File: src/rtl/dmem_arb_pkg.sv
// Shared types and constants for the two-requester data-memory arbiter.
package dmem_arb_pkg;

    localparam int NUM_REQ = 2;

    // Arbiter ownership states: free, or held by one requester via lock.
    typedef enum logic [1:0] {
        IDLE = 2'd0,
        OWN0 = 2'd1,
        OWN1 = 2'd2
    } arb_state_e;

    // Requester index (0 or 1).
    typedef logic [$clog2(NUM_REQ)-1:0] req_id_t;

endpackage

File: src/rtl/rr_pick2.sv
// Two-way round-robin pick: a lone requester wins; on a tie the requester
// that did not win last time is chosen.
module rr_pick2
    import dmem_arb_pkg::*;
(
    input  logic [1:0] req,
    input  req_id_t    last,
    output logic [1:0] grant
);

    // One-hot grant from request vector and last winner.
    always_comb begin
        grant = 2'b00;
        case (req)
            2'b01:   grant = 2'b01;
            2'b10:   grant = 2'b10;
            2'b11:   grant = (last == req_id_t'(1)) ? 2'b01 : 2'b10;
            default: grant = 2'b00;
        endcase
    end

endmodule

File: src/rtl/dmem_arbiter.sv
// Arbitrates two requesters onto one synchronous-read data memory.
// Grants are combinational; a lock on a transfer keeps ownership with that
// requester until it transfers unlocked or drops its request. Read data
// returns one cycle after the transfer, steered by a pending flag + owner id.
module dmem_arbiter
    import dmem_arb_pkg::*;
#(
    parameter int ADDR_WIDTH = 32,
    parameter int DATA_WIDTH = 32
) (
    input  logic                  clk,
    input  logic                  rst_n,

    input  logic                  req_0,
    input  logic                  lock_0,
    input  logic                  wen_0,
    input  logic [3:0]            byte_en_0,
    input  logic [ADDR_WIDTH-1:0] addr_0,
    input  logic [DATA_WIDTH-1:0] wdata_0,
    output logic                  gnt_0,
    output logic                  rvalid_0,
    output logic [DATA_WIDTH-1:0] rdata_0,

    input  logic                  req_1,
    input  logic                  lock_1,
    input  logic                  wen_1,
    input  logic [3:0]            byte_en_1,
    input  logic [ADDR_WIDTH-1:0] addr_1,
    input  logic [DATA_WIDTH-1:0] wdata_1,
    output logic                  gnt_1,
    output logic                  rvalid_1,
    output logic [DATA_WIDTH-1:0] rdata_1,

    output logic                  mem_wen,
    output logic [3:0]            mem_byte_en,
    output logic [ADDR_WIDTH-1:0] mem_addr,
    output logic [DATA_WIDTH-1:0] mem_wdata,
    input  logic [DATA_WIDTH-1:0] mem_rdata
);

    arb_state_e state_q, state_d;
    req_id_t    last_q, last_d;
    logic       pend_q, pend_d;
    req_id_t    pend_id_q, pend_id_d;

    logic [1:0] rr_gnt;
    logic [1:0] gnt;
    logic       xfer;
    req_id_t    gid;
    logic       sel_lock;
    logic       sel_wen;

    rr_pick2 u_rr_pick2 (
        .req   ({req_1, req_0}),
        .last  (last_q),
        .grant (rr_gnt)
    );

    // Grant select: round-robin when free, owner-only when locked.
    // Held low while reset is asserted so nothing reaches memory.
    always_comb begin
        gnt = 2'b00;
        case (state_q)
            IDLE:    gnt = rr_gnt;
            OWN0:    gnt = {1'b0, req_0};
            OWN1:    gnt = {req_1, 1'b0};
            default: gnt = 2'b00;
        endcase
        if (!rst_n) gnt = 2'b00;
    end

    assign gnt_0 = gnt[0];
    assign gnt_1 = gnt[1];
    assign xfer  = |gnt;
    assign gid   = req_id_t'(gnt[1]);

    // Memory-side mux: mirror the granted requester, all zeros otherwise.
    always_comb begin
        mem_wen     = 1'b0;
        mem_byte_en = 4'b0000;
        mem_addr    = '0;
        mem_wdata   = '0;
        sel_lock    = 1'b0;
        sel_wen     = 1'b0;
        if (gnt[0]) begin
            mem_wen     = wen_0;
            mem_byte_en = byte_en_0;
            mem_addr    = addr_0;
            mem_wdata   = wdata_0;
            sel_lock    = lock_0;
            sel_wen     = wen_0;
        end else if (gnt[1]) begin
            mem_wen     = wen_1;
            mem_byte_en = byte_en_1;
            mem_addr    = addr_1;
            mem_wdata   = wdata_1;
            sel_lock    = lock_1;
            sel_wen     = wen_1;
        end
    end

    // Next-state: transfers set ownership and last winner; an owner that
    // stops requesting gives the bus back. Reads arm a one-cycle response.
    always_comb begin
        state_d   = state_q;
        last_d    = last_q;
        pend_d    = 1'b0;
        pend_id_d = pend_id_q;
        if (xfer) begin
            last_d    = gid;
            pend_d    = ~sel_wen;
            pend_id_d = gid;
            if (sel_lock) state_d = gid[0] ? OWN1 : OWN0;
            else          state_d = IDLE;
        end else begin
            case (state_q)
                OWN0:    if (!req_0) state_d = IDLE;
                OWN1:    if (!req_1) state_d = IDLE;
                default: state_d = IDLE;
            endcase
        end
    end

    // State, last winner and pending-read registers.
    always_ff @(posedge clk or negedge rst_n) begin
        if (!rst_n) begin
            state_q   <= IDLE;
            last_q    <= req_id_t'(1);
            pend_q    <= 1'b0;
            pend_id_q <= req_id_t'(0);
        end else begin
            state_q   <= state_d;
            last_q    <= last_d;
            pend_q    <= pend_d;
            pend_id_q <= pend_id_d;
        end
    end

    assign rvalid_0 = pend_q && (pend_id_q == req_id_t'(0));
    assign rvalid_1 = pend_q && (pend_id_q == req_id_t'(1));
    assign rdata_0  = rvalid_0 ? mem_rdata : '0;
    assign rdata_1  = rvalid_1 ? mem_rdata : '0;

endmodule

File: config.mk
export PLATFORM = sky130hd
export DESIGN_NAME = dmem_arbiter
export DESIGN_NICKNAME = d
export VERILOG_FILES = /design/src/rtl/dmem_arb_pkg.sv /design/src/rtl/rr_pick2.sv /design/src/rtl/dmem_arbiter.sv
export SDC_FILE = /design/constraint.sdc
export NUM_CORES = 1
export LEC_CHECK = 0
export ABC_AREA = 1
export CAP_MARGIN = 20
export CORE_AREA = 4 4 120 122
export DETAILED_ROUTE_END_ITERATION = 6
export DIE_AREA = 0 0 124 126
export PLACE_DENSITY = 0.55
export SLEW_MARGIN = 0
export SYNTH_ARGS = -nofsm -noshare
export SYNTH_HDL_FRONTEND = slang
export SYNTH_SLANG_ARGS = --single-unit
File: constraint.sdc
create_clock -name clk -period 1.5 [get_ports clk]
set_input_delay 0.225 -clock clk [delete_from_list [all_inputs] [get_ports clk]]
set_output_delay 0.225 -clock clk [all_outputs]
set_load 0.01 [all_outputs]
* Yosys cells after proc, flatten, opt, wreduce, memory -nomap -nowiden
Index checks and enable logic that the tools add are counted.
** Word-level totals
- Register bits :: 5
- Word-level logic and storage cells :: 41
** Operators by class
- Equal/unequal tests :: 7
- Multiplexer cells :: 23
- Bitwise operators :: 2
- Reductions and logical operators :: 5
** Operator list (number)
- $mux W32 :: 6
- $mux W2 :: 7
- $pmux W2 S3 :: 2
- $mux W4 :: 2
- $eq A2 B2 Y1 const B :: 3
- $ne A3 B3 Y1 const B :: 2
- $mux W1 :: 5
- $eq A2 B1 Y1 const B :: 2
- $pmux W2 S2 :: 1
- $logic_and A1 B1 Y1 :: 2
- $logic_not A2 Y1 :: 1
- $not A1 Y1 :: 2
- $reduce_and A2 Y1 :: 1
- $reduce_or A2 Y1 :: 1

* Longest topological paths before layout
- Depth in word-level cells :: 8
- Depth in mapped cells :: 8
- Gate-level depth less buffers :: 7

* Hierarchy
From an unflattened synthesis, not the netlist that was laid out.
** Unflattened totals
- Cell total of the unflattened synthesis :: 371
- Area total of the unflattened synthesis :: 1589.0 sq um
** Modules (own cells, without submodules)
- dmem_arbiter :: times used 1, cells each 366, area an instance 1567.8 sq um
- rr_pick2 :: times used 1, cells each 5, area an instance 21.3 sq um

* Least setup slack after synthesis
OpenSTA, ideal clock, no wires.
- Kind :: flip-flop to output port
- Start :: reg last_q
- End :: out mem_wdata[10]
- Data arrival time :: 1.153 ns
- Required time :: 1.275 ns
- Slack :: 0.122 ns
- Cell stages (with the launch flop) :: 8
- Path buffers :: 2
- Path through :: dfstp_2 > inv_1 > nand3_1 > and2_4 > buf_6 > buf_8 > nand2_2 > nand2_1
** On the way
- Longest elaborated chain between the ends :: 6
** RTL lines
- from (decl) :: RTL line dmem_arbiter.sv:42 : req_id_t last_q, last_d;
- from (signal assigned) :: RTL line dmem_arbiter.sv:128 : last_q <= req_id_t'(1);
- from (signal assigned) :: RTL line dmem_arbiter.sv:133 : last_q <= last_d;
- $mux W2 (*) :: RTL line rr_pick2.sv:17 : 2'b11: grant = (last == req_id_t'(1)) ? 2'b01 : 2'b10;
- $pmux W2 S3 (*) :: RTL line rr_pick2.sv:14 : case (req)
- $pmux W2 S3 (*) :: RTL line dmem_arbiter.sv:63 : case (state_q)
- $mux W2 (*) :: RTL line dmem_arbiter.sv:69 : if (!rst_n) gnt = 2'b00;
- $mux W32 :: RTL line dmem_arbiter.sv:92 : end else if (gnt[1]) begin
- $mux W32 (*) :: RTL line dmem_arbiter.sv:85 : if (gnt[0]) begin
- to (decl) :: RTL line dmem_arbiter.sv:37 : output logic [DATA_WIDTH-1:0] mem_wdata,
Mark *: on every way between the ends. The rest lies on a longest branch, timed or not.

* Worst setup path after layout
- Start :: reg state_q[1]
- End :: out mem_addr[21]
** On the way
- Longest elaborated chain between the ends :: 5
- Elaborated cells on any way between the ends :: 7
- Classes of those cells :: eq/ne (2); mux (4); reduce/logical (1)
** RTL lines
- from (decl) :: RTL line dmem_arbiter.sv:41 : arb_state_e state_q, state_d;
- from (signal assigned) :: RTL line dmem_arbiter.sv:132 : state_q <= state_d;
- $eq A2 B2 Y1, or another cell as far along :: RTL line dmem_arbiter.sv:63
- $pmux W2 S3 (*) :: RTL line dmem_arbiter.sv:63
- $mux W2 (*) :: RTL line dmem_arbiter.sv:69
- $mux W32 :: RTL line dmem_arbiter.sv:92
- $mux W32 (*) :: RTL line dmem_arbiter.sv:85
- to (decl) :: RTL line dmem_arbiter.sv:36 : output logic [ADDR_WIDTH-1:0] mem_addr,
Marks and branches as above.

==> run summary <==
CTS tree -> built
Synthesis Warnings -> 0
Layout Utilization -> 50.2%
P_leak -> 3.36 nW
Critical path class -> register to primary output
Initial Utilization -> 12.4%
Seq pwr share -> 5.7%
CTS H-tree depth -> 1
VDD IR-drop max -> 0.271 mV
Nature of the critical path startpoint -> register
1st-iter DRT viols -> 105
CTS root buf -> clkbuf_16
# DRC -> 0
Avg WL per Cell -> 15.8 microns
Critical R2R Capture -> last_q
Port buffer count -> 312
Worst-path clk slew -> 0.04 ns
Clk_skew -> 0.00204 ns
Commonest non-fill, non-tap cell in the layout -> clkdlybuf4s50_1
Clk sinks -> 5
Largest net degree at the start of global routing -> 17
Num CTS Buffers -> 3
First-pass GRT wire length -> 19400 microns
Nets -> 912
Die H -> 126 microns
GR Overflow Total -> 0
Comb pwr share -> 79.0%
Core box area -> 13200 sq um
Flop and latch count out of synthesis -> 5
Synth Area per Inst -> 4.53 sq um
Mapped Cells -> 360
I/O pins -> 313
Antenna-violating nets left -> 0
Final WS setup -> -0.385 ns
First-pass DRT Iterations -> 4
Row count -> 42
Clock buffer depth -> 2
Setup crit end kind -> primary output
Diode count -> 0
Class of the tightest hold or removal check -> input pin to async pin
CP required -> 1.27 ns
F_max -> 530 MHz
Hold WS -> 0.0647 ns
Min Clock Period, post-route -> 1.89 ns
Hold_buf cts -> 0
Worst skew pair latency -> 0.23 ns
Detail Placement HPWL -> 9710 microns
Least-Margin Pin Slew -> 0.232 ns
Antenna violations before repair -> 0
RSZ-0062 raised after global routing -> yes
Share of cells above drive strength 1 -> 54.6%
Pint -> 1.89 mW
Die area -> 15600 sq um
Worst r2r src -> last_q
Max Cap Viol -> 0
R2R cell count -> 8
Mapped cell area -> 1630 sq um
Final period util -> 126%
Post-synth net total -> 536
Relative slew slack -> 84.5%
Worst reg2reg setup slack -> 0.03 ns
Final WL -> 14400 microns
Final setup violation count -> 120
Final Max Tran Viols -> 0
Gpl congestion -> 0.897
Drt via density -> 4.00
Net Sw Frac -> 36.7%
Vias in the first global route -> 3653
Die width -> 124 microns
Net Sw Power -> 1.10 mW
Power Total -> 2.99 mW
Sequential area share after synthesis -> 7.75%
Critical-path maximum fanout -> 6
Most frequent cells in the layout -> 172 x clkdlybuf4s50_1, 111 x buf_6, 106 x nand2_1
Status -> finished, violations left
Area Overhead vs Synth -> 306%
Total GRT Usage -> 15.8%
Post-synthesis cell type count -> 16
Endpoints failing hold -> 0
Via Count -> 3641
Pwr/cell area -> 452 nW/um^2
Failing checks -> negative setup slack
Clock power share -> 15.3%
Crit path DAT -> 1.66 ns
-- flip-flops by register name (all words and copies together) (netlist names) --
register and flops:
state_q 2, last_q 1, pend_q 1, pend_id_q 1
-- cells in the mapped netlist --
| library cell | count | area (sq um) |
|---|---|---|
| a21oi_1 | 1 | 5.00 |
| and2_4 | 1 | 8.76 |
| buf_6 | 14 | 158 |
| buf_8 | 1 | 15.0 |
| clkbuf_1 | 6 | 22.5 |
| dfrtp_1 | 4 | 100 |
| dfstp_2 | 1 | 26.3 |
| inv_1 | 36 | 135 |
| inv_2 | 3 | 11.3 |
| inv_4 | 1 | 6.26 |
| nand2_1 | 205 | 769 |
| nand2_2 | 12 | 75.1 |
| nand3_1 | 6 | 30.0 |
| nor2_1 | 67 | 251 |
| nor2_4 | 1 | 11.3 |
| o21ai_0 | 1 | 5.00 |
-- how the worst max path moves through the flow --
stage	startpoint	to	slack, ns	cells past startpoint
floorplan	last_q	mem_wdata[10]	0.12	7
global placement	rst_n	mem_wdata[24]	-0.80	9
detailed placement	rst_n	mem_wdata[26]	-0.81	9
CTS	state_q[1]	mem_addr[21]	-0.37	11
global route	last_q	mem_addr[11]	-0.44	8
finish	state_q[1]	mem_addr[21]	-0.39	11
-- cells by family (layout without fill, tap and decap cells) --
family	Yosys count	count (layout)	share of synthesized area [%]
and+or+nand+nor	292	292	70.3
AOI/OAI and AO/OA	2	2	0.613
buffers and inverters	61	436	21.3
DFF	5	5	7.75
-- through the flow --
step           instances  setup slack, ns  TNS, ns  instance area (sq um)
3_3_place_gp         844           -0.798   -59.22                   4980
6_report             911           -0.385   -27.62                   6620
5_1_grt              911           -0.444   -35.35                   6620
2_1_floorplan        360            0.122        0                   1630
4_1_cts              902           -0.370   -25.87                   5600
3_5_place_dp         844           -0.805   -60.56                   4980
-- layer usage --
metal / vias up / share of wire, % / wire length [microns] / GRT usage (%)
met2: 183 / 57 / 8110 / 29.8
met4: 0 / 2.0 / 284 / 4.90
li1: 1787 / - / - / -
met5: - / 0 / 0 / 0
met3: 21 / 8.7 / 1250 / 3.72
met1: 1650 / 33 / 4710 / 16.9
-- power groups by stage --
stage               clock network, mW  registers, mW  logic [mW]
floorplan                           0          0.162       0.525
detailed placement                  0          0.162        1.61
CTS                             0.456          0.167        1.92
global placement                    0          0.162        1.60
finish                          0.459          0.169        2.36
global route                    0.472          0.170        2.51
-- critical path: stages (launching register included) --
cell and delay, ns:
dfrtp_1 0.38, inv_2 0.09, buf_6 0.10, nand3_4 0.08, nand2_4 0.10, inv_6 0.04, buf_12 0.13, buf_12 0.13
buf_16 0.13, nand2_2 0.05, nand2_2 0.05, buf_6 0.12
-- final cells by class --
class	count	area, sq um
multi-input cells	294	1900
clock buffers	4	78.8
repair buffers	392	4130
fillers	1241	6580
flip-flops and latches	5	128
inverters	40	160
well taps	176	220
-- timing repair --
| action | 4_1_cts | 5_1_grt |
|---|---|---|
| endpoints found under the setup margin | 137 | 138 |
| cloned | 15 | 3 |
| pin swaps | 30 | 32 |
| hold endpoints to repair | 0 | 0 |
| resized for setup | 588 | 341 |
| setup buffers | 40 | 17 |
Note: power is estimated with default switching activity, not from simulation.
